$ cat config.mk
export PLATFORM = sky130hd
export DESIGN_NAME = mem_stage_lsu
export DESIGN_NICKNAME = d
export VERILOG_FILES = /design/src/rtl/mem_stage_lsu_pkg.sv /design/src/rtl/mem_stage_lsu_align.sv /design/src/rtl/mem_stage_lsu.sv
export SDC_FILE = /design/constraint.sdc
export NUM_CORES = 1
export LEC_CHECK = 0
export BUFFER_PORTS_ARGS = -buffer_cell sky130_fd_sc_hd__buf_2
export CAP_MARGIN = 20
export CORE_UTILIZATION = 44
export DETAILED_ROUTE_END_ITERATION = 8
export GPL_TIMING_DRIVEN = 0
export PLACE_DENSITY = 0.82
export SLEW_MARGIN = 20
export SYNTH_ARGS = -nofsm -noshare
export SYNTH_HDL_FRONTEND = slang
export SYNTH_SLANG_ARGS = --single-unit
$ cat constraint.sdc
create_clock -name clk -period 3.4 [get_ports clk]
set_input_delay 0.34 -clock clk [delete_from_list [all_inputs] [get_ports clk]]
set_output_delay 0.34 -clock clk [all_outputs]
set_load 0.05 [all_outputs]
$ cat src/rtl/mem_stage_lsu_pkg.sv
// Shared constants and types for the memory-stage load/store unit.
// Holds the opcode and funct3 encodings and the LSU state enum.
package mem_stage_lsu_pkg;

   localparam int WIDTH     = 32;
   localparam int NUM_LANES = 4;

   localparam logic [6:0] OPC_LOAD  = 7'b0000011;
   localparam logic [6:0] OPC_STORE = 7'b0100011;

   localparam logic [2:0] F3_LB  = 3'b000;
   localparam logic [2:0] F3_LH  = 3'b001;
   localparam logic [2:0] F3_LW  = 3'b010;
   localparam logic [2:0] F3_LBU = 3'b100;
   localparam logic [2:0] F3_LHU = 3'b101;

   typedef enum logic [1:0] {
      IDLE = 2'd0,
      REQ  = 2'd1,
      RESP = 2'd2,
      DONE = 2'd3
   } lsu_state_t;

endpackage

$ cat src/rtl/mem_stage_lsu_align.sv
// Byte-lane steering for the LSU: store byte enables and replicated write
// data, load extraction with sign/zero extension, and legality check.
module lsu_align
   import mem_stage_lsu_pkg::*;
(
   input  logic [2:0]       funct3,
   input  logic             is_store,
   input  logic [1:0]       addr_lo,
   input  logic [WIDTH-1:0] rs2,
   input  logic [WIDTH-1:0] rdata,
   output logic [3:0]       be,
   output logic [WIDTH-1:0] wdata,
   output logic [WIDTH-1:0] load_data,
   output logic             bad
);

   logic       legal_s;
   logic       misalign_s;
   logic [7:0] byte_s;
   logic [15:0] half_s;

   // legality of funct3 for the access direction, plus natural alignment
   always_comb begin
      legal_s    = 1'b0;
      misalign_s = 1'b0;
      if (is_store) begin
         legal_s = (funct3 == F3_LB) || (funct3 == F3_LH) || (funct3 == F3_LW);
      end else begin
         legal_s = (funct3 == F3_LB) || (funct3 == F3_LH) || (funct3 == F3_LW) ||
                   (funct3 == F3_LBU) || (funct3 == F3_LHU);
      end
      case (funct3[1:0])
         2'b01:   misalign_s = addr_lo[0];
         2'b10:   misalign_s = (addr_lo != 2'b00);
         default: misalign_s = 1'b0;
      endcase
      bad = !legal_s || misalign_s;
   end

   // store lane enables and lane-replicated data
   always_comb begin
      be    = 4'b0000;
      wdata = rs2;
      case (funct3[1:0])
         2'b00: begin
            be    = 4'b0001 << addr_lo;
            wdata = {4{rs2[7:0]}};
         end
         2'b01: begin
            be    = addr_lo[1] ? 4'b1100 : 4'b0011;
            wdata = {2{rs2[15:0]}};
         end
         default: begin
            be    = 4'b1111;
            wdata = rs2;
         end
      endcase
   end

   // load lane extraction and extension
   always_comb begin
      byte_s    = 8'h00;
      half_s    = addr_lo[1] ? rdata[31:16] : rdata[15:0];
      load_data = rdata;
      case (addr_lo)
         2'b00:   byte_s = rdata[7:0];
         2'b01:   byte_s = rdata[15:8];
         2'b10:   byte_s = rdata[23:16];
         2'b11:   byte_s = rdata[31:24];
         default: byte_s = 8'h00;
      endcase
      case (funct3)
         F3_LB:   load_data = {{24{byte_s[7]}}, byte_s};
         F3_LH:   load_data = {{16{half_s[15]}}, half_s};
         F3_LBU:  load_data = {24'h000000, byte_s};
         F3_LHU:  load_data = {16'h0000, half_s};
         default: load_data = rdata;
      endcase
   end

endmodule

$ cat src/rtl/mem_stage_lsu.sv
// Memory-stage LSU: issues loads/stores as req/gnt/rvalid bus transactions,
// stalls the pipeline while an access is in flight, and formats load data.
module mem_stage_lsu
   import mem_stage_lsu_pkg::*;
(
   input  logic             clk,
   input  logic             rst,
   input  logic [WIDTH-1:0] mem_alu_result,
   input  logic [WIDTH-1:0] mem_reg_data2,
   input  logic [2:0]       mem_funct3,
   input  logic [6:0]       mem_opcode,
   input  logic             mem_mem_wr_en,
   output logic             dbus_req,
   output logic             dbus_we,
   output logic [WIDTH-1:0] dbus_addr,
   output logic [3:0]       dbus_be,
   output logic [WIDTH-1:0] dbus_wdata,
   input  logic             dbus_gnt,
   input  logic             dbus_rvalid,
   input  logic [WIDTH-1:0] dbus_rdata,
   output logic             lsu_stall,
   output logic [WIDTH-1:0] wb_load_data,
   output logic             misalign_err
);

   lsu_state_t       state_r;
   lsu_state_t       next_state_s;
   logic [2:0]       funct3_r;
   logic             is_load_s;
   logic             is_store_s;
   logic             mem_op_s;
   logic             accept_s;
   logic [2:0]       align_f3_s;
   logic [1:0]       align_lo_s;
   logic [3:0]       be_s;
   logic [WIDTH-1:0] wdata_s;
   logic [WIDTH-1:0] load_data_s;
   logic             bad_s;

   assign is_load_s  = (mem_opcode == OPC_LOAD);
   assign is_store_s = (mem_opcode == OPC_STORE) && mem_mem_wr_en;
   assign mem_op_s   = is_load_s || is_store_s;
   assign accept_s   = (state_r == IDLE) && mem_op_s && !bad_s;

   // In IDLE the aligner looks at the incoming op; afterwards at the latched request.
   assign align_f3_s = (state_r == IDLE) ? mem_funct3 : funct3_r;
   assign align_lo_s = (state_r == IDLE) ? mem_alu_result[1:0] : dbus_addr[1:0];

   lsu_align u_align (
      .funct3    (align_f3_s),
      .is_store  (is_store_s),
      .addr_lo   (align_lo_s),
      .rs2       (mem_reg_data2),
      .rdata     (dbus_rdata),
      .be        (be_s),
      .wdata     (wdata_s),
      .load_data (load_data_s),
      .bad       (bad_s)
   );

   // state register
   always_ff @(posedge clk or posedge rst) begin
      if (rst) begin
         state_r <= IDLE;
      end else begin
         state_r <= next_state_s;
      end
   end

   // next-state logic; stray gnt/rvalid outside REQ/RESP have no effect
   always_comb begin
      next_state_s = state_r;
      case (state_r)
         IDLE: begin
            if (accept_s) next_state_s = REQ;
            else          next_state_s = IDLE;
         end
         REQ: begin
            if (dbus_gnt) next_state_s = dbus_we ? DONE : RESP;
            else          next_state_s = REQ;
         end
         RESP: begin
            if (dbus_rvalid) next_state_s = DONE;
            else             next_state_s = RESP;
         end
         DONE:    next_state_s = IDLE;
         default: next_state_s = IDLE;
      endcase
   end

   // request registers, held stable from acceptance until the next accepted op
   always_ff @(posedge clk or posedge rst) begin
      if (rst) begin
         dbus_req   <= 1'b0;
         dbus_we    <= 1'b0;
         dbus_addr  <= {WIDTH{1'b0}};
         dbus_be    <= 4'b0000;
         dbus_wdata <= {WIDTH{1'b0}};
         funct3_r   <= 3'b000;
      end else begin
         dbus_req <= (next_state_s == REQ);
         if (accept_s) begin
            dbus_we    <= is_store_s;
            dbus_addr  <= mem_alu_result;
            dbus_be    <= be_s;
            dbus_wdata <= wdata_s;
            funct3_r   <= mem_funct3;
         end else begin
            dbus_we    <= dbus_we;
            dbus_addr  <= dbus_addr;
            dbus_be    <= dbus_be;
            dbus_wdata <= dbus_wdata;
            funct3_r   <= funct3_r;
         end
      end
   end

   // load result capture
   always_ff @(posedge clk or posedge rst) begin
      if (rst) begin
         wb_load_data <= {WIDTH{1'b0}};
      end else if ((state_r == RESP) && dbus_rvalid) begin
         wb_load_data <= load_data_s;
      end else begin
         wb_load_data <= wb_load_data;
      end
   end

   // stall and reject flags, both forced low while reset is asserted
   always_comb begin
      lsu_stall    = 1'b0;
      misalign_err = 1'b0;
      if (rst) begin
         lsu_stall    = 1'b0;
         misalign_err = 1'b0;
      end else begin
         case (state_r)
            IDLE: begin
               lsu_stall    = mem_op_s && !bad_s;
               misalign_err = mem_op_s && bad_s;
            end
            REQ:     lsu_stall = 1'b1;
            RESP:    lsu_stall = 1'b1;
            default: lsu_stall = 1'b0;
         endcase
      end
   end

endmodule
=== Word-level counts from Yosys, hierarchy flattened ===
Cells that the tools add are included.

* Reductions and logical operators: 20
* Div/mod/pow operators: 0
* Mux-type cells: 19
* Multiply operators: 0
* Bitwise logic cells: 0
* Shifts and indexed selects: 1
* Equality and inequality tests: 15
* $add $sub $neg: 0
* Order comparisons: 0

{| class="wikitable"
|+ Operators by type and width
! kind !! count
|-
| $pmux 32 s4 || 1
|-
| $pmux 32 s2 || 1
|-
| $pmux 8 s4 || 1
|-
| $mux 16 || 1
|-
| $eq 2x2->1 const B || 5
|-
| $eq 2x1->1 const B || 4
|-
| $pmux 2 s4 || 1
|-
| $pmux 4 s2 || 1
|-
| $eq 7x2->1 const B || 1
|-
| $eq 7x6->1 const B || 1
|-
| $mux 1 || 7
|-
| $eq 3x3->1 const B || 2
|-
| $logic_and 1x1->1 || 6
|-
| $logic_not 2->1 || 3
|-
| $logic_or 1x1->1 || 6
|-
| $mux 2 || 2
|-
| $mux 4 || 1
|-
| $pmux 1 s2 || 2
|-
| $shl 1x2->4 const A || 1
|-
| $eq 3x1->1 const B || 1
|-
| $eq 3x2->1 const B || 1
|-
| $logic_not 3->1 || 1
|-
| $mux 3 || 1
|-
| $logic_not 1->1 || 2
|-
| 2 further kinds || 2
|}

* Output and inout port bits: 104
* Logic and storage cells: 63
* Input bits: 111
* Latch bits: 0
* RAM bits: 0
* Memories: 0
* Bits in read-only memories: 0
* Flip-flop bits (word level): 107

=== Longest topological paths before layout ===
Gate-level depths: netlist of the first run.

* Depth after elaboration: 15
* Depth in mapped cells: 13
* Mapped depth without buffers: 9

=== Cells and area by module ===
Synthesis of the first run repeated with hierarchy kept, for this count alone.

* Cells, all modules: 586
* Area total of the unflattened synthesis: 5474.0 sq um

{| class="wikitable"
|+ By module, submodules not included
! module !! seq. area each (sq um) !! cells each !! instances !! area an instance (sq um)
|-
| mem_stage_lsu || 2677.6 || 408 || 1 || 4334.2
|-
| lsu_align || 0.0 || 178 || 1 || 1139.8
|}

=== Worst setup path after synthesis of the first run ===
OpenSTA, ideal clock, no wires.

* Path type: register -> output
* Start: register state_r[0]
* End: output misalign_err
* Path slack: -296 ps
* Required time: 3060 ps
* Path buffers: 3
* Cell stages (with the launch flop): 12
* Arrival time: 3356 ps
* Cells stage by stage: dfrtp_1 inv_1 ha_1 buf_6 mux2i_1 inv_1 clkbuf_1 clkbuf_1 ha_1 a21oi_1 nor3_1 nor3_1

* Cells in the longest elaborated chain, start to end: 13
* Elaborated cells between the ends (all ways): 22
* Those cells by class: eq/ne: 6; mux: 6; reduce/logical: 10

{| class="wikitable"
|+ RTL lines
! element !! line !! source
|-
| start, declared || mem_stage_lsu.sv:26 || <nowiki>lsu_state_t state_r;</nowiki>
|-
| start signal, assigned || mem_stage_lsu.sv:66 || <nowiki>state_r <= next_state_s;</nowiki>
|-
| $logic_not 2->1 * || mem_stage_lsu.sv:46, mem_stage_lsu.sv:47, mem_stage_lsu.sv:137 ||
|-
| $mux 3 || mem_stage_lsu.sv:46 || <nowiki>assign align_f3_s = (state_r == IDLE) ? mem_funct3 : funct3_r;</nowiki>
|-
| $eq 3x1->1 or $logic_not 3->1 (tied branches) || mem_stage_lsu_align.sv:27, mem_stage_lsu_align.sv:29 ||
|-
| $logic_or 1x1->1 (2 in series) || mem_stage_lsu_align.sv:27, mem_stage_lsu_align.sv:29 ||
|-
| $logic_or 1x1->1 || mem_stage_lsu_align.sv:29 || <nowiki>legal_s = (funct3 == F3_LB) || (funct3 == F3_LH) || (funct3 == F3_LW) ||</nowiki>
|-
| $logic_or 1x1->1 || mem_stage_lsu_align.sv:30 || <nowiki>(funct3 == F3_LBU) || (funct3 == F3_LHU);</nowiki>
|-
| $mux 1 || mem_stage_lsu_align.sv:26 || <nowiki>if (is_store) begin</nowiki>
|-
| $logic_not 1->1 || mem_stage_lsu_align.sv:37 || <nowiki>bad = !legal_s || misalign_s;</nowiki>
|-
| $logic_or 1x1->1 || mem_stage_lsu_align.sv:37 ||
|-
| $logic_and 1x1->1 || mem_stage_lsu.sv:140 || <nowiki>misalign_err = mem_op_s && bad_s;</nowiki>
|-
| $mux 1 * || mem_stage_lsu.sv:137 || <nowiki>case (state_r)</nowiki>
|-
| $mux 1 * || mem_stage_lsu.sv:133 || <nowiki>if (rst) begin</nowiki>
|-
| end, declared || mem_stage_lsu.sv:23 || <nowiki>output logic misalign_err</nowiki>
|}

Mark *: on every way between the ends. The rest lies on a longest branch, timed or not.

=== Worst setup path in the final report of the first run ===
* Start: register state_r[1]
* End: output lsu_stall

* Cells in the longest elaborated chain, start to end: 14
* Elaborated cells between the ends (all ways): 26
* Those cells by class: eq/ne: 8; mux: 6; reduce/logical: 12

{| class="wikitable"
|+ RTL lines
! element !! line !! source
|-
| $logic_not 2->1 || mem_stage_lsu.sv:46, mem_stage_lsu.sv:47, mem_stage_lsu.sv:137 ||
|-
| $mux 3 || mem_stage_lsu.sv:46 ||
|-
| $eq 3x1->1 or $logic_not 3->1 (tied branches) || mem_stage_lsu_align.sv:27, mem_stage_lsu_align.sv:29 ||
|-
| $logic_or 1x1->1 (2 in series) || mem_stage_lsu_align.sv:27, mem_stage_lsu_align.sv:29 ||
|-
| $logic_or 1x1->1 || mem_stage_lsu_align.sv:29 ||
|-
| $logic_or 1x1->1 || mem_stage_lsu_align.sv:30 ||
|-
| $mux 1 || mem_stage_lsu_align.sv:26 ||
|-
| $logic_not 1->1 || mem_stage_lsu_align.sv:37 ||
|-
| $logic_or 1x1->1 || mem_stage_lsu_align.sv:37 ||
|-
| $logic_not 1->1 || mem_stage_lsu.sv:139 || <nowiki>lsu_stall = mem_op_s && !bad_s;</nowiki>
|-
| $logic_and 1x1->1 || mem_stage_lsu.sv:139 ||
|-
| $pmux 1 s2 * || mem_stage_lsu.sv:137 ||
|-
| $mux 1 * || mem_stage_lsu.sv:133 ||
|-
| end, declared || mem_stage_lsu.sv:21 || <nowiki>output logic lsu_stall,</nowiki>
|}

Marked as above.

==> results.md, run 1 <==
* Run status: finished, final reports clean
* Post-Syn Area at 0.00519 mm²
* Synth area leader: dfrtp_1
* Worst r2r src: state_r[1]
* Synth warn at 0
* Maximum fanout along the worst path at 5
* Post-DR wirelength/cell at ~18 µm
* Design area at roughly 0.007 mm²
* Placement Cell Area at roughly 0.0065 mm²
* Die ar. at around 0.012 mm²
* Die height at roughly 110 µm
* P_leak at ~3.7 nW
* Clk root buf: clkbuf_16
* Cells after Synth at approximately 470
* # fillers at between 900 and 1000
* CP peak stage delay at 550 ps
* Worst-Margin Slew at between 700 and 800 ps
* Post-synthesis sequential area ratio at between 50% and 60%
* Fin crit share at 95.3%
* Number of antenna-violating nets in the routed design at 0
* Clock Sinks at roughly 110
* Drt drc at 0
* Htree depth at 3
* EDFF count, synth at 0
* Crit path cell chain: inv_1, ha_2, buf_6, buf_4, mux2i_1, and4b_1, nor4_4, buf_6, o21a_4, buf_4
* Synth cell count leaders: dfrtp_1 (107), mux2_2 (69), nor2_1 (48)
* Hold buffer count at CTS at 0
* N_diodes at 0
* Final period demand of the worst path at 3240 ps
* CTS tree: done
* Number of hold violations in the final report at 0
* VDD IR max at approximately 0.76 mV
* CTS max path bufs at 2
* Placed cells at slightly above 800
* Clock skew at 7.62 ps
* Clock transition at path regs at 70 ps
* First-pass GRT wire length at 24500 µm
* Total Routing Usage GR at ~25%
* Layout cells sized above 1 at 48.3%
* Hold Path Class: input port to asynchronous set/reset pin
* I/O pin count at approximately 220
* IO buf count at 214
* Non-filler cells, final at ~860
* Vias at between 4000 and 5000
* Cell Rows at 39
* Worst slew margin at 51.9%
* Top cells by area, synth: dfrtp_1 (52%), mux2_2 (15%), a21oi_1 (3.5%)
* CP Capture Type: primary output
* Global route total overflow at 0
* Final #Nets at around 830
* Arrival @ worst endpoint at slightly below 3000 ps
* Pin count of the biggest net entering global routing at 57
* Async set-reset flop share out of synthesis at 100%
* Initial antenna violation count at 0
* Die X at about 110 µm
* Critical Setup Path Class: flip-flop to primary output
* Initial DRC count at 356
* Dpl ws at -1000 ps
* Worst path bufs/invs at 5
* DRT Pass-1 Iters at 5
* Worst path required time at approximately 3100 ps
* Starting density of the core at between 40 and 50%
* CP delay by family, top: buffers and inverters
* Final WL at roughly 15000 µm
* Gpl congestion at 0.899
* Netlist cell types at 40
* CP max-delay cell: mux2i_1
* Vias in the first global route at 4774
* #FFs+latches synth at between 100 and 150
* Max capacitance violation total at 0
* Final Core Density at roughly three fifths
* Ys flop type: dfrtp_1
* Power per cell area at 819 mW/mm²
* Max Clk Rate at slightly above 300 MHz
* TritonCTS Buffers at 9
* Post-DP HPWL at 11400 µm
* Crit start category: flip-flop
* P&R area growth vs syn at 34.3%
* Synth top area share at 51.5%
* Latest clock arrival within the worst-skew pair at 360 ps
* Net Count, Synth at about 590
* Critical path origin: state_r[1]
* # setup viols final at 0
* Via density per instance at 5.45
* Cell with the most instances after synthesis: dfrtp_1
* Final Max Slew Viols at 0
* Placeable core region at around 0.011 mm²
* Setup ws final at roughly 160 ps
* Mapped Avg Cell Area at 11.0 µm²
## timing repair
action                                  in CTS  in global routing
hold endpoints to repair                     0                  0
pin swaps                                    1                  2
gates resized for setup                      7                  8
endpoints found under the setup margin      75                 20
setup buffers                                8                  6
## sequential cells by signal (all words and copies together), names as in the netlist
name,cells
dbus_addr,32
dbus_be,4
dbus_req,1
dbus_wdata,32
dbus_we,1
funct3_r,3
state_r,2
wb_load_data,32
## cells in the final DEF, fill, tap and decap left out, types with 2 or more instances in the layout
master / count
a21o_1: 2
a21oi_1: 34
a21oi_2: 2
a221oi_1: 8
a22o_1: 8
and2_1: 2
and3_1: 2
buf_1: 2
buf_2: 215
buf_4: 16
buf_6: 9
bufinv_16: 2
clkbuf_1: 13
clkbuf_16: 9
clkinvlp_4: 3
dfrtp_1: 107
ha_1: 4
ha_2: 3
inv_1: 4
inv_6: 2
mux2_1: 6
mux2_2: 69
mux2i_1: 9
nand2_1: 43
nand2b_1: 9
nand3_1: 17
nor2_1: 48
nor3_1: 8
o21ai_0: 16
o22ai_1: 14
or3_1: 8
## power breakdown
part | total [W] | internal [W] | switching (W)
logic | 0.00273 | 0.000741 | 0.00199
clock network | 0.00117 | 0.000674 | 0.000494
registers | 0.00182 | 0.00162 | 0.000196
## cell type report
cell class	instances	area [µm²]	area share [%]
timing repair buffer	229	1210	17.3
multi-input combinational	329	2360	33.9
clock inverter	6	95.1	1.36
buffer	29	188	2.69
clock buffer	10	239	3.42
inverter	6	31.3	0.448
tap	143	179	2.56
sequential	107	2680	38.4
## cell families (layout without fill, tap and decap cells)
group                      Yosys count  in the layout  synth area share, %
buffers and inverters               37            280                 3.95
DFF                                107            107                 51.5
adders and majority gates            7              7                 1.69
AOI/OAI and AO/OA                   90             90                 10.8
muxes                               88             88                 19.2
and+or+nand+nor                    144            144                 12.7
## worst register-to-register path: cells and delay by family (launching register included)
family                     cells  cell delay, ps
AOI/OAI and AO/OA              2             430
muxes                          2             540
DFF                            1             400
buffers and inverters          5            1340
adders and majority gates      2             430
## routing by layer
layer,up-vias,share of wire (%),GRT usage [%]
met2,220,49,41.0
met5,-,0,0
li1,2156,-,-
met4,0,3.0,10.0
met1,2273,41,32.1
met3,33,7.2,6.78
## final timing paths
| kind | to | slack, ps | cells after the start |
|---|---|---|---|
| setup reg to reg | dbus_be[3] | 210 | 11 |
| hold / removal | dbus_we | 50 | 2 |
| min in group clk | dbus_addr[30] | 210 | 2 |
| hold reg to reg | funct3_r[0] | 490 | 1 |
| setup / recovery | lsu_stall | 160 | 10 |
| max in group asynchronous | dbus_wdata[18] | 2710 | 3 |
## metrics by stage
step | hold WS [ps] | total power (W) | TNS [ps]
2_1_floorplan | 454 | 0.00380 | 0
3_3_place_gp | 463 | 0.00442 | -148150
3_5_place_dp | 447 | 0.00451 | -53740
4_1_cts | 60.9 | 0.00571 | 0
5_1_grt | 82.7 | 0.00597 | -4.05
6_report | 54.6 | 0.00571 | 0
Note: power is estimated with default switching activity, not from simulation.
==> run 2: changes to the inputs <==
- BUFFER_PORTS_ARGS: -buffer_cell sky130_fd_sc_hd__buf_2 -> -buffer_cell sky130_fd_sc_hd__buf_4
- CELL_PAD_IN_SITES_DETAIL_PLACEMENT: unset -> 1
- CELL_PAD_IN_SITES_GLOBAL_PLACEMENT: unset -> 2
- CORE_UTILIZATION: 44 -> 26
- PLACE_DENSITY: 0.82 -> 0.81
==> run 2 against run 1 <==
  * Cell count up 14%
  * Flip-flop and latch count unchanged
  * Sequential share of layout area down 3.2 points
  * Die area up 68%
  * Total power up 3.4%
  * Worst hold slack better by 150 ps
  * Global-route usage down 6.7 points
  * Critical path type unchanged
  * Critical endpoint unchanged
==> results.md, run 2 (synthesis gave the netlist of run 1 again) <==
* Non-filler cells, final at 978 (was 859)
* Final WL at 18600 µm (was 15100 µm)
* N_diodes at 0 (unchanged)
* Critical Path Most Common Cell: buf_6
* CP delay by family, top: buffers and inverters (unchanged)
* Number of antenna-violating nets in the routed design at 0 (unchanged)
* Post-DR wirelength/cell at 19.0 µm (was 17.6 µm)
* Clock Sinks at 107 (unchanged)
* CP Capture Type: primary output (unchanged)
* M1 wire length at 7820 µm (was 6220 µm)
* Via density per instance at 4.76 (was 5.45)
* Htree depth at 3 (unchanged)
* # fillers at 2221 (was 957)
* CP peak stage delay at 430 ps (was 550 ps)
* Commonest cells after routing, fill and taps aside: buf_4 (224), dfrtp_1 (107), mux2_2 (69), nor2_1 (48), nand2_1 (43) (was buf_2 (215), dfrtp_1 (107), mux2_2 (69), nor2_1 (48), nand2_1 (43))
* Layout cells sized above 1 at 47.8% (was 48.3%)
* Hold Crit Depth at 2
* Top Registers: dbus_addr x32, dbus_wdata x32, wb_load_data x32 (unchanged)
* Maximum fanout along the worst path at 19 (was 5)
* First-pass GRT wire length at 28400 µm (was 24500 µm)
* Die height at 143 µm (was 111 µm)
* Hold Path Class: input port to flip-flop (was input port to asynchronous set/reset pin)
* Combined area of the multi-input logic cells at 0.00236 mm² (about the same)
* Placed cells at 953 (was 831)
* Final Max Slew Viols at 0 (unchanged)
* CTS tree: done (unchanged)
* Final TNS setup at 0 ps (unchanged)
* Pin count of the biggest net entering global routing at 76 (was 57)
* Max capacitance violation total at 0 (unchanged)
* RSZ-0062 raised after global routing: yes
* Crit path cell chain: inv_1, ha_1, buf_6, mux2i_4, inv_2, buf_8, ha_1, o21ai_2, a21oi_2, nor4_4, buf_6, o21a_4, buf_6 (was inv_1, ha_2, buf_6, buf_4, mux2i_1, and4b_1, nor4_4, buf_6, o21a_4, buf_4)
* Max Clk Rate at 306 MHz (was 309 MHz)
* CP max-delay cell: dfrtp_1 (was mux2i_1)
* Placeable core region at 0.0195 mm² (was 0.0115 mm²)
* DRT Pass-1 Iters at 4 (was 5)
* Final #Nets at 826 (was 829)
* Worst path bufs/invs at 6 (was 5)
* Vias in the first global route at 5116 (was 4774)
* P&R area growth vs syn at 46.5% (was 34.3%)
* Worst-Margin Slew at 655 ps (was 708 ps)
* Met3 wire len at 1030 µm (was 1090 µm)
* IO buf count at 214 (unchanged)
* Global route total overflow at 0 (unchanged)
* Worst path depth at 13 (was 10)
* Clk root buf: clkbuf_16 (unchanged)
* P_leak at 3.77 nW (was 3.66 nW)
* TritonCTS Buffers at 9 (unchanged)
* Run status: finished, final reports clean (unchanged)
* Clock transition at path regs at 80 ps (was 70 ps)
* Worst slew margin at 56.3% (was 51.9%)
* Post-DP HPWL at 14200 µm (was 11400 µm)
* CTS max path bufs at 2 (unchanged)
* Arrival @ worst endpoint at 2930 ps (was 2900 ps)
* # setup viols final at 0 (unchanged)
* Starting density of the core at 26.6% (was 45.3%)
* Power per cell area at 776 mW/mm² (was 819 mW/mm²)
* Crit start category: flip-flop (unchanged)
* Die X at 143 µm (was 111 µm)
* Final period demand of the worst path at 3270 ps (was 3240 ps)
* Clock skew at 9.50 ps (was 7.62 ps)
* Most common cell after layout, fill and taps aside: buf_4 (was buf_2)
* Fin crit share at 96.3% (was 95.3%)
* Initial antenna violation count at 0 (unchanged)
* VDD IR max at 0.272 mV (was 0.759 mV)
* Initial DRC count at 129 (was 356)
* Gpl congestion at 0.822 (was 0.899)
* Total Routing Usage GR at 18.6% (was 25.3%)
* Latest clock arrival within the worst-skew pair at 350 ps (was 360 ps)
* Worst path required time at 3060 ps (about the same)
* Number of hold violations in the final report at 0 (unchanged)
* DR WL met2 at 9350 µm (was 7360 µm)
* Reg area at 0.00268 mm² (unchanged)
* I/O pin count at 215 (unchanged)
* Die ar. at 0.0206 mm² (was 0.0122 mm²)
* Vias at 4655 (was 4682)
* Max Used Layer: met4 (unchanged)
* Drt drc at 0 (unchanged)
* Cell Rows at 51 (was 39)
* Critical Setup Path Class: flip-flop to primary output (unchanged)
* Worst R2R Path Depth at 14 (was 11)
-- run 2: through the flow --
step / hold slack [ps] / setup WS [ps] / cell area, µm² / util, % / total power (W)
after floorplan: 454 / 12.2 / 5220 / - / 0.00380
after global placement: 465 / -1240 / 7160 / 36.7 / 0.00476
after detailed placement: 369 / -1090 / 7190 / 36.8 / 0.00485
after CTS: 188 / -125 / 7540 / 38.6 / 0.00595
after global routing: 195 / -46.8 / 7610 / 39.0 / 0.00622
final: 205 / 127 / 7610 / 39.0 / 0.00591
-- run 2: power by group --
| part | switching [W] | total, W | internal (W) |
|---|---|---|---|
| clock network | 0.000535 | 0.00105 | 0.000519 |
| logic | 0.00203 | 0.00301 | 0.000980 |
| registers | 0.000218 | 0.00184 | 0.00162 |
| total | 0.00279 | 0.00591 | 0.00312 |
-- run 2: repair_timing --
item	CTS	global route
hold buffers	1	0
resized for setup	10	7
gates cloned	0	0
setup buffers	3	7
endpoints found under the setup margin	90	71
pin swaps	1	2
endpoints found under the hold margin	32	0
-- run 2: worst register-to-register path: stages (launching register included) --
cell and delay, ps:
dfrtp_1 430, inv_1 100, ha_1 190, buf_6 150, mux2i_4 290, inv_2 110, buf_8 180, ha_1 230
o21ai_2 70, a21oi_2 110, nor4_4 310, buf_4 170, buf_4 190, buf_6 200, mux2_2 360
-- run 2: area by class of cell --
class / count / share of cell area [%]
clock buffer: 9 / 2.96
tap: 265 / 4.36
sequential: 107 / 35.2
timing repair buffer: 226 / 22.6
clock inverter: 7 / 0.888
inverter: 6 / 0.362
buffer: 29 / 2.61
multi-input combinational: 329 / 31.0
-- run 2: final timing paths --
path	slack (ps)	end	startpoint
min in group asynchronous	530	dbus_addr[22]	rst
max in group asynchronous	2180	wb_load_data[4]	rst
hold / removal	210	dbus_addr[29]	mem_alu_result[29]
hold reg to reg	500	funct3_r[0]	funct3_r[0]
setup reg to reg	210	dbus_wdata[7]	state_r[0]
setup / recovery	130	lsu_stall	state_r[0]
-- run 2: per-layer routing --
layer | global-route usage (%) | vias to the layer above
li1 | - | 2149
met1 | 23.0 | 2333
met2 | 31.8 | 148
met3 | 3.40 | 25
met4 | 7.33 | 0
met5 | 0 | -
==> run 3: changes to the inputs <==
- CORE_UTILIZATION: 26 -> 31
- HOLD_SLACK_MARGIN: unset -> 0.02
- PLACE_DENSITY: 0.81 -> 0.9
- clock period: 3.4 -> 3.9 ns (I/O delays scaled with it)
==> run 3 against run 2 <==
  * Cell count fell by 5.4%
  * First-iteration DRC count rose by 17%
  * Routed wire length shrank 4.3%
  * Sequential power decreased by 13%
  * Design area fell by 1.9%
  * Non-clock buffer count decreased by 4
==> results.md, run 3 (synthesis gave the netlist of run 1 again) <==
* Final period demand of the worst path at ~3600 ps
* Top Registers: dbus_addr x32, dbus_wdata x32, wb_load_data x32 (unchanged)
* P_sw at 0.00240 W (was 0.00279 W)
* Gpl congestion at 0.796 (was 0.822)
* Worst path required time at 3510 ps (was 3060 ps)
* Commonest cells after routing, fill and taps aside: buf_4 (222), dfrtp_1 (107), mux2_2 (69), nor2_1 (48), nand2_1 (43) (was buf_4 (224), dfrtp_1 (107), mux2_2 (69), nor2_1 (48), nand2_1 (43))
* Max capacitance violation total at 0 (unchanged)
* Register share of total power at 31.5% (was 31.1%)
* Total design power at 0.00509 W (was 0.00591 W)
* Latest clock arrival within the worst-skew pair at 360 ps (was 350 ps)
* Power Internal at 0.00269 W (was 0.00312 W)
* Number of antenna-violating nets in the routed design at 0 (unchanged)
* Fin crit share at 93.5%
* Placeable core region at 0.0161 mm² (was 0.0195 mm²)
* Final #Nets at 822 (was 826)
* DRT Pass-1 Iters at 4 (unchanged)
* Final Max Slew Viols at 0 (unchanged)
* CP max-delay cell: dfrtp_1 (unchanged)
* TritonCTS Buffers at 9 (unchanged)
* CP peak stage delay at 430 ps (about the same)
* Global route total overflow at 0 (unchanged)
* Layout cells sized above 1 at 46.8% (was 47.8%)
* Total Routing Usage GR at 21.3% (was 18.6%)
* Htree depth at 3 (unchanged)
* CTS max path bufs at 2 (unchanged)
* Drt drc at 0 (unchanged)
* Die height at 131 µm (was 143 µm)
* Power per cell area at 682 mW/mm² (was 776 mW/mm²)
* RSZ-0062 raised after global routing: no (was yes)
* Crit start category: flip-flop (unchanged)
* I/O pin count at 215 (unchanged)
* Hold Path Class: input port to asynchronous set/reset pin (was input port to flip-flop)
* Starting density of the core at 32.2% (was 26.6%)
* Clock power frac at 17.5% (was 17.8%)
* Initial antenna violation count at 0 (unchanged)
* # setup viols final at 0 (unchanged)
* IO buf count at 214 (unchanged)
* Worst-Margin Slew at 849 ps (was 655 ps)
* P_leak at 3.72 nW (was 3.77 nW)
* Run status: finished, final reports clean (unchanged)
* Die X at 131 µm (was 143 µm)
* Max Clk Rate at 274 MHz
* Worst slew margin at 43.4% (was 56.3%)
* First-pass GRT wire length at 28500 µm (was 28400 µm)
* Pin count of the biggest net entering global routing at 56 (was 76)
* Sw frac at 47.1% (was 47.2%)
* Fin Hold WS at 88.2 ps (was 205 ps)
* CTS tree: done (unchanged)
* Critical Setup Path Class: flip-flop to primary output (unchanged)
* Clock skew at 4.65 ps (was 9.50 ps)
* Clk root buf: clkbuf_16 (unchanged)
* Arrival @ worst endpoint at 3260 ps (was 2930 ps)
* Maximum fanout along the worst path at 10 (was 19)
* Clock transition at path regs at 70 ps (was 80 ps)
* Cell Rows at 46 (was 51)
* Final WL at 17800 µm (was 18600 µm)
* Post-DR wirelength/cell at 19.3 µm (was 19.0 µm)
* Vias in the first global route at 5270 (was 5116)
* Die ar. at 0.0173 mm² (was 0.0206 mm²)
* Comb pwr share at 51.0% (about the same)
* P&R area growth vs syn at 43.7% (was 46.5%)
* Post-DP HPWL at 13600 µm (was 14200 µm)
* Number of hold violations in the final report at 0 (unchanged)
* N_diodes at 0 (unchanged)
* Crit path cell chain: inv_1, ha_1, buf_6, mux2i_4, clkinvlp_4, buf_2, ha_1, o21ai_2, a21oi_2, nor4_4, buf_6, o21a_1, buf_4 (was inv_1, ha_1, buf_6, mux2i_4, inv_2, buf_8, ha_1, o21ai_2, a21oi_2, nor4_4, buf_6, o21a_4, buf_6)
* Vias at 4676 (was 4655)
* Clock Sinks at 107 (unchanged)
* CP Capture Type: primary output (unchanged)
* Via density per instance at 5.06 (was 4.76)
* Initial DRC count at 151 (was 129)
* VDD IR max at 0.314 mV (was 0.272 mV)
* Most common cell after layout, fill and taps aside: buf_4 (unchanged)
## run 3: changes by cell type in the layout (fill, tap and decap cells not counted), sizes merged
cell	change
buf	-3
clkinvlp	+2
dlygate4sd3	-1
inv	-2
## run 3: final timing paths
kind	start	to	slack, ps	cells past startpoint
worst max-delay path	state_r[0]	lsu_stall	250	13
worst min-delay path	rst	dbus_addr[21]	90	2
worst max register to register	state_r[0]	wb_load_data[9]	440	8
worst min register to register	wb_load_data[7]	wb_load_data[7]	500	2
max in group asynchronous	rst	dbus_wdata[21]	3160	3
min in group clk	mem_alu_result[30]	dbus_addr[30]	250	2
## run 3: layout make-up
cell class / count / area (µm²)
buffer: 29 / 184
fill: 1837 / 8650
timing repair buffer: 222 / 1690
clock inverter: 7 / 58.8
inverter: 6 / 31.3
multi-input combinational: 329 / 2330
tap: 216 / 270
clock buffer: 9 / 225
sequential: 107 / 2680
## run 3: layer usage
layer	wire length, µm	part of all wire [%]	vias up	GRT usage, %
met5	0	0	-	0
met4	446	2.5	0	8.40
met3	1190	6.7	26	5.44
met2	9030	51	172	36.4
met1	7160	40	2335	25.6
li1	-	-	2143	-
## run 3: timing repair
action | 4_1_cts | 5_1_grt
gates cloned | 0 | 0
hold buffers | 0 | 0
pin swaps | 1 | 0
endpoints found under the setup margin | 81 | 1
gates resized for setup | 7 | 4
setup buffers | 2 | 5
## run 3: through the flow
stage	instance area, µm²	TNS [ps]	worst slack (ps)	utilization [%]	std cells
3_5_place_dp	7100	-42530	-824	44.1	904
2_1_floorplan	5190	0	154	-	473
5_1_grt	7460	0	32.4	46.3	925
6_report	7460	0	252	46.3	925
4_1_cts	7420	0	42.5	46.0	920
3_3_place_gp	7070	-111180	-748	43.9	903
## run 3: power groups by stage
stage,logic (W),registers (W),clock network [W]
after floorplan,0.000667,0.00263,0
after global placement,0.00252,0.00161,0
after detailed placement,0.00258,0.00162,0
after CTS,0.00260,0.00160,0.000924
after global routing,0.00274,0.00164,0.000969
final,0.00260,0.00160,0.000890
## run 3: critical path, delay by kind of cell, from the launching register on
family          cells  cell delay, ps
mux                 1             370
fa+ha+maj           2             440
buf+inv             6            1030
flops               1             430
simple gates        1             320
compound gates      3             290
